--- config.mk ---
export PLATFORM = sky130hd
export DESIGN_NAME = note_event_uart_flat
export DESIGN_NICKNAME = d
export VERILOG_FILES = /design/src/rtl/note_uart_pkg.sv /design/src/rtl/note_event_uart_if.sv /design/src/rtl/note_evt_fifo.sv /design/src/rtl/note_event_uart.sv /design/src/flat_wrapper.sv
export SDC_FILE = /design/constraint.sdc
export NUM_CORES = 1
export LEC_CHECK = 0
export BUFFER_PORTS_ARGS = -buffer_cell sky130_fd_sc_hd__buf_2
export CORE_UTILIZATION = 45
export DETAILED_ROUTE_END_ITERATION = 8
export PLACE_DENSITY = 0.6
export SYNTH_ARGS = -nofsm -noshare
export SYNTH_HDL_FRONTEND = slang
export SYNTH_SLANG_ARGS = --single-unit
--- constraint.sdc ---
create_clock -name clk -period 9.1 [get_ports clk]
set_input_delay 0.91 -clock clk [delete_from_list [all_inputs] [get_ports clk]]
set_output_delay 0.91 -clock clk [all_outputs]
set_load 0.05 [all_outputs]
--- src/rtl/note_uart_pkg.sv ---
// Shared types and helpers for the note-event UART: FSM states, packet sync byte, event width
// and the rounded baud divider.
package note_uart_pkg;

  typedef enum logic [1:0] {IDLE, START, DATA, STOP} state_t;

  localparam logic [7:0] SYNC_BYTE = 8'hA5;
  localparam int         EVT_W     = 12;

  function automatic int baud_div(input int clk_hz, input int baud);
    return (clk_hz + baud / 2) / baud;
  endfunction

endpackage

--- src/rtl/note_event_uart_if.sv ---
// Note-event bus: event strobe and fields toward the UART block, serial line and status back.
interface note_event_uart_if;
  logic [7:0] note;
  logic [3:0] note_dur;
  logic       new_note;
  logic       tx;
  logic       busy;
  logic       fifo_full;
  logic       overflow;

  modport master (output note, note_dur, new_note, input tx, busy, fifo_full, overflow);
  modport slave  (input note, note_dur, new_note, output tx, busy, fifo_full, overflow);
endinterface

--- src/rtl/note_evt_fifo.sv ---
// Synchronous event FIFO; pointers carry one extra wrap bit so full/empty come from the MSB compare.
module note_evt_fifo
  import note_uart_pkg::*;
#(
  parameter  int FIFO_DEPTH = 16,
  localparam int AW         = $clog2(FIFO_DEPTH)
) (
  input  logic             clk,
  input  logic             reset,
  input  logic             push,
  input  logic             pop,
  input  logic [EVT_W-1:0] wdata,
  output logic [EVT_W-1:0] rdata,
  output logic             full,
  output logic             empty,
  output logic [AW:0]      count
);

  logic [EVT_W-1:0] mem [FIFO_DEPTH];
  logic [AW:0]      wr_ptr;
  logic [AW:0]      rd_ptr;
  logic             wr_en;
  logic             rd_en;

  // A push into a full FIFO still lands when the same cycle frees a slot.
  assign rd_en = pop & ~empty;
  assign wr_en = push & (~full | rd_en);

  assign empty = (wr_ptr == rd_ptr);
  assign full  = (wr_ptr[AW] != rd_ptr[AW]) && (wr_ptr[AW-1:0] == rd_ptr[AW-1:0]);
  assign count = wr_ptr - rd_ptr;
  assign rdata = mem[rd_ptr[AW-1:0]];

  always_ff @(posedge clk) begin
    if (reset) begin
      wr_ptr <= '0;
      rd_ptr <= '0;
    end else begin
      if (wr_en) wr_ptr <= wr_ptr + 1'b1;
      if (rd_en) rd_ptr <= rd_ptr + 1'b1;
    end
  end

  always_ff @(posedge clk) begin
    if (wr_en) mem[wr_ptr[AW-1:0]] <= wdata;
  end

endmodule

--- src/rtl/note_event_uart.sv ---
// Buffers note events and sends each as a framed 8N1 UART packet (A5, note, dur).
// Define NOTE_UART_CHECKSUM_EN to append an XOR checksum byte to every packet.
module note_event_uart
  import note_uart_pkg::*;
#(
  parameter int CLK_HZ     = 6_000_000,
  parameter int BAUD       = 115_200,
  parameter int FIFO_DEPTH = 16
) (
  input logic              clk,
  input logic              reset,
  note_event_uart_if.slave bus
);

  localparam int BAUD_DIV = baud_div(CLK_HZ, BAUD);
  localparam int CNT_W    = $clog2(BAUD_DIV);
  localparam int AW       = $clog2(FIFO_DEPTH);
`ifdef NOTE_UART_CHECKSUM_EN
  localparam logic [1:0] LAST = 2'd3;
`else
  localparam logic [1:0] LAST = 2'd2;
`endif

  if (BAUD_DIV < 4) begin : g_baud_chk
    $error("note_event_uart: BAUD_DIV must be >= 4");
  end
  if (FIFO_DEPTH < 2 || (FIFO_DEPTH & (FIFO_DEPTH - 1)) != 0) begin : g_depth_chk
    $error("note_event_uart: FIFO_DEPTH must be a power of 2 and >= 2");
  end

  function automatic logic [7:0] pkt_byte(input logic [1:0] idx, input logic [EVT_W-1:0] e);
    case (idx)
      2'd0:    return SYNC_BYTE;
      2'd1:    return e[11:4];
      2'd2:    return {4'h0, e[3:0]};
`ifdef NOTE_UART_CHECKSUM_EN
      default: return SYNC_BYTE ^ e[11:4] ^ {4'h0, e[3:0]};
`else
      default: return SYNC_BYTE;
`endif
    endcase
  endfunction

  state_t           state;
  logic [CNT_W-1:0] baud_cnt;
  logic [2:0]       bit_cnt;
  logic [1:0]       byte_idx;
  logic [7:0]       shift;
  logic [EVT_W-1:0] evt;
  logic             tx_r;
  logic             overflow_r;

  logic [EVT_W-1:0] rdata;
  logic             full;
  logic             empty;
  logic [AW:0]      count;
  logic             pop;
  logic             drop;
  logic             baud_end;

  assign pop      = (state == IDLE) & ~empty;
  assign drop     = bus.new_note & full & ~pop;
  assign baud_end = (baud_cnt == CNT_W'(BAUD_DIV - 1));

  note_evt_fifo #(.FIFO_DEPTH(FIFO_DEPTH)) u_fifo (
    .clk   (clk),
    .reset (reset),
    .push  (bus.new_note),
    .pop   (pop),
    .wdata ({bus.note, bus.note_dur}),
    .rdata (rdata),
    .full  (full),
    .empty (empty),
    .count (count)
  );

  always_ff @(posedge clk) begin
    if (reset)     overflow_r <= 1'b0;
    else if (drop) overflow_r <= 1'b1;
  end

  // UART framing: every state runs for BAUD_DIV clocks; tx is updated together with the state.
  always_ff @(posedge clk) begin
    if (reset) begin
      state    <= IDLE;
      tx_r     <= 1'b1;
      baud_cnt <= '0;
      bit_cnt  <= '0;
      byte_idx <= '0;
    end else begin
      case (state)
        IDLE: begin
          tx_r     <= 1'b1;
          baud_cnt <= '0;
          if (pop) begin
            state    <= START;
            tx_r     <= 1'b0;
            byte_idx <= '0;
          end
        end
        START: begin
          if (baud_end) begin
            baud_cnt <= '0;
            bit_cnt  <= '0;
            state    <= DATA;
            tx_r     <= shift[0];
          end else begin
            baud_cnt <= baud_cnt + 1'b1;
          end
        end
        DATA: begin
          if (baud_end) begin
            baud_cnt <= '0;
            if (bit_cnt == 3'd7) begin
              state <= STOP;
              tx_r  <= 1'b1;
            end else begin
              bit_cnt <= bit_cnt + 1'b1;
              tx_r    <= shift[1];
            end
          end else begin
            baud_cnt <= baud_cnt + 1'b1;
          end
        end
        STOP: begin
          if (baud_end) begin
            baud_cnt <= '0;
            if (byte_idx < LAST) begin
              byte_idx <= byte_idx + 1'b1;
              state    <= START;
              tx_r     <= 1'b0;
            end else begin
              state <= IDLE;
            end
          end else begin
            baud_cnt <= baud_cnt + 1'b1;
          end
        end
        default: begin
          state <= IDLE;
          tx_r  <= 1'b1;
        end
      endcase
    end
  end

  // Event latch and shift register follow the FSM's load/shift points; no reset needed on data.
  always_ff @(posedge clk) begin
    if (pop) begin
      evt   <= rdata;
      shift <= SYNC_BYTE;
    end else if (state == DATA && baud_end) begin
      shift <= shift >> 1;
    end else if (state == STOP && baud_end && byte_idx < LAST) begin
      shift <= pkt_byte(byte_idx + 1'b1, evt);
    end
  end

  assign bus.tx        = tx_r;
  assign bus.busy      = (state != IDLE) | ~empty;
  assign bus.fifo_full = (count == (AW + 1)'(FIFO_DEPTH));
  assign bus.overflow  = overflow_r;

endmodule

--- src/flat_wrapper.sv ---
// flat-port wrapper written by rule: the top's interface ports become plain ports
module note_event_uart_flat import note_uart_pkg::*;
#(
  parameter int CLK_HZ     = 6_000_000,
  parameter int BAUD       = 115_200,
  parameter int FIFO_DEPTH = 16
)
  (clk, reset, bus_note, bus_note_dur, bus_new_note, bus_tx, bus_busy, bus_fifo_full, bus_overflow);
  note_event_uart_if bus_i ();
  input logic clk;
  input logic reset;
  input wire logic [$bits(bus_i.note)-1:0] bus_note;
  input wire logic [$bits(bus_i.note_dur)-1:0] bus_note_dur;
  input wire logic [$bits(bus_i.new_note)-1:0] bus_new_note;
  output wire logic [$bits(bus_i.tx)-1:0] bus_tx;
  output wire logic [$bits(bus_i.busy)-1:0] bus_busy;
  output wire logic [$bits(bus_i.fifo_full)-1:0] bus_fifo_full;
  output wire logic [$bits(bus_i.overflow)-1:0] bus_overflow;
  assign bus_i.note = bus_note;
  assign bus_i.note_dur = bus_note_dur;
  assign bus_i.new_note = bus_new_note;
  assign bus_tx = bus_i.tx;
  assign bus_busy = bus_i.busy;
  assign bus_fifo_full = bus_i.fifo_full;
  assign bus_overflow = bus_i.overflow;
  note_event_uart #(.CLK_HZ(CLK_HZ), .BAUD(BAUD), .FIFO_DEPTH(FIFO_DEPTH)) u_core (.clk(clk), .reset(reset), .bus(bus_i));
endmodule
==> metrics.md <==
| Metric | Value |
|---|---|
| Status | finished clean |
| Critical path's top delay family | buffers and inverters |
| Residual DRC | 0 |
| Filler Cell Count | 1,685 |
| Fin. Hold Viols | 0 |
| Total stage count of the critical path | 7 |
| Synth top area share | 63.34% |
| Total track usage | 19.34% |
| Synthesized area | 0.009672 mm^2 |
| Synth Flop Type | edfxtp_1 |
| Buffers added on ports | 18 |
| Post-route ant nets | 0 |
| Slew Limit Fails | 0 |
| Antenna cell count | 0 |
| Vias in the first global route | 5,269 |
| Comb power frac | 18.2% |
| Setup TNS | 0 ps |
| Share of flip-flops with an asynchronous set or reset | 0% |
| Clock power frac | 35.9% |
| Final #Nets | 641 |
| Synthesized area per cell | 16.45 um^2 |
| Die Ht | 148.6 um |
| Worst Reg-to-Reg Cells | 7 |
| Syn_nets | 621 |
| Later-pin clock latency in the skew report | 530 ps |
| RePlAce Congestion | 0.8910 |
| DP Cell Count | 856 |
| Sw Pwr | 750.3 uW |
| Initial antenna violation count | 0 |
| Final Setup Violations | 0 |
| LEAKAGE | 0.003514 uW |
| Actual slew at the worst max-slew pin | 1155 ps |
| Drt pass-1 iters | 5 |
| Setup crit end | bus_fifo_full |
| Max-slew headroom | 22.69% |
| Slowest-stage cell, CP | or4_1 |
| Slowest cell delay on critical path | 480 ps |
| Congestion Overflow GR | 0 |
| Buf/Inv on CP | 3 |
| Post-Synthesis Cells | 588 |
| Hold buffer count at cts | 0 |
| Worst setup path class | reg -> out |
| Final std cells w/o fill | 902 |
| Detailed placement HPWL | 13,430 um |
| R2R Path End | u_core.u_fifo.mem[9][9] |
| Fmax | 248.9 MHz |
| Cell-internal power | 2047 uW |
| Post-CTS Setup Repair Bufs | 0 |
| Clock Sinks | 237 |
| Worst vdd ir | 0.0001690 V |
| Vias post-DR | 5,122 |
| Synth Warn # | 0 |
| Crit path launch type | flop |
| Core Area | 0.02102 mm^2 |
| Final Cycle Share | 44.16% |
| CP Capture Type | output port |
| Vias per cell | 5.678 |
| Share of cells above drive strength 1 | 18.34% |
| Total CTS buffers | 25 |
| Layout area overhead | 11.84% |
| Boundary pin count | 19 |
| Die width | 148.6 um |
| Fin Clk Skew | 7.198 ps |
| CP Cell Sequence | buf_4, inv_1, ha_1, nor2b_1, or4_1, a21oi_1, buf_2 |
| Hold path start | u_core.baud_cnt[0] |
| Routed WL | 20,300 um |
| WL/cell | 22.51 um |
| Netlist cell types | 52 |
| Worst-path clk slew | 60 ps |
| Reg2reg start | u_core.u_fifo.rd_ptr[1] |
| Yosys top cell by area | edfxtp_1 |
| Period minus WS final | 4018 ps |
| Post-CTS sizing | 0 |
| Row count | 53 |
| Synth top area cells | edfxtp_1, mux4_2, dfxtp_1, nand2_1, ha_1 |
| CP max FO | 40 |
| Cell Pwr Density | 258.7 mW/mm^2 |
| First-pass GRT wire length | 31,460 um |
| Flops & latches, synth | 237 |
| Die area | 0.02208 mm^2 |
| Most frequent cells in the layout | edfxtp_1, nand2_1, mux4_2, nor2_1, dfxtp_1 |
| Switch share | 26.82% |
| Sequential fraction of the synthesis area | 70.17% |
| Post-synth EDFFs | 204 |
| Sequential Power Share | 45.9% |
| Largest net degree at the start of global routing | 41 |
| Hold WC Path Type | reg -> reg |
| Worst EP required | 8190 ps |
| Root Driver | clkbuf_16 |
| Commonest non-fill, non-tap cell in the layout | edfxtp_1 |
| RSZ-0062 raised after global routing | no |
| Flop-to-flop setup slack | 5630 ps |
| Clk buf depth | 3 |
| # Max-Cap Violations | 0 |
| Crit. Startpoint | u_core.u_fifo.rd_ptr[1] |
| Starting Density | 46.01% |
| CTS tree | yes |
| Initial DRC count | 352 |
| Htree depth | 1 |
| CP arrival | 3110 ps |
power by group through the flow:
stage | Clock (uW) | Sequential [uW] | Combinational, uW
5_1_grt | 1070 | 1290 | 560
6_report | 1000 | 1280 | 509
3_3_place_gp | 0 | 1310 | 509
2_1_floorplan | 0 | 1290 | 388
4_1_cts | 1020 | 1290 | 516
3_5_place_dp | 0 | 1310 | 514
cell families after synthesis:
| group | after synthesis | share of synthesized area (%) |
|---|---|---|
| adders and majority gates | 18 | 2.329 |
| and+or+nand+nor | 155 | 7.671 |
| buffers and inverters | 46 | 2.251 |
| AOI/OAI and AO/OA | 68 | 4.916 |
| xor gates and xnor gates | 13 | 1.177 |
| DFF | 237 | 70.17 |
| muxes | 51 | 11.49 |
metrics by stage:
stage / total power [uW] / hold slack (ps) / setup slack, ps / utilization (%) / instance area, um^2
floorplan: 1680 / 417.5 / 5487 / - / 9672
global placement: 1815 / 431.2 / 5702 / 47.60 / 10010
detailed placement: 1822 / 438.4 / 5630 / 47.60 / 10010
CTS: 2825 / 452.9 / 5058 / 51.46 / 10820
global route: 2916 / 461.9 / 4896 / 51.46 / 10820
finish: 2798 / 451.9 / 5082 / 51.46 / 10820
synthesized netlist by cell type (5+ instances only):
cell / n
or3_1: 5
mux4_2: 48
buf_4: 7
xnor2_1: 7
clkbuf_1: 14
a21oi_1: 13
o21ai_0: 10
nand2_1: 65
and3_1: 13
nand2b_1: 5
nand3_1: 11
a31oi_1: 14
inv_1: 16
nor3_1: 6
xor2_1: 6
dfxtp_1: 33
ha_1: 18
nor2_1: 34
edfxtp_1: 204
state kept, by name, summed over array words and instances, names as in the netlist:
| name | flops |
|---|---|
| u_core.u_fifo.mem | 192 |
| u_core.baud_cnt | 6 |
| u_core.bit_cnt | 3 |
| u_core.bus.tx | 1 |
| u_core.evt | 12 |
| u_core.byte_idx | 2 |
| u_core.u_fifo.wr_ptr | 5 |
| u_core.state | 2 |
| u_core.shift | 8 |
| u_core.u_fifo.rd_ptr | 5 |
| u_core.bus.overflow | 1 |
worst min path at each step:
stage                          to  slack [ps]  depth (start not counted)
3_5_place_dp   u_core.baud_cnt[0]         440                          1
6_report       u_core.baud_cnt[0]         450                          1
2_1_floorplan  u_core.baud_cnt[0]         420                          1
4_1_cts        u_core.baud_cnt[0]         450                          1
5_1_grt        u_core.baud_cnt[0]         460                          1
3_3_place_gp   u_core.baud_cnt[0]         430                          1
worst reg2reg max path, delay by kind of cell (launching register included):
| family | cells | cell delay (ps) |
|---|---|---|
| AOI/OAI and AO/OA | 1 | 340 |
| adders and majority gates | 1 | 410 |
| buffers and inverters | 2 | 750 |
| DFF | 1 | 310 |
| and+or+nand+nor | 3 | 1280 |
layer usage:
metal	global-route usage, %	wire (um)	part of all wire, %	up-vias
li1	-	-	-	2337
met1	26.87	8960	44	2626
met2	31.89	10020	49	132
met3	2.883	895	4.4	27
met4	5.155	432	2.1	0
met5	0	0	0	-
area by class of cell:
type                    count  area, um^2  area share (%)
well taps                 275       344.1           3.181
multi-input cells         305        2688           24.85
inverters                  17       63.81          0.5899
clock buffers              32       651.9           6.027
clock inverters            14       158.9           1.469
repair buffers             22       120.1           1.110
flip-flops and latches    237        6790           62.78
(Power assumes the default switching activity.)
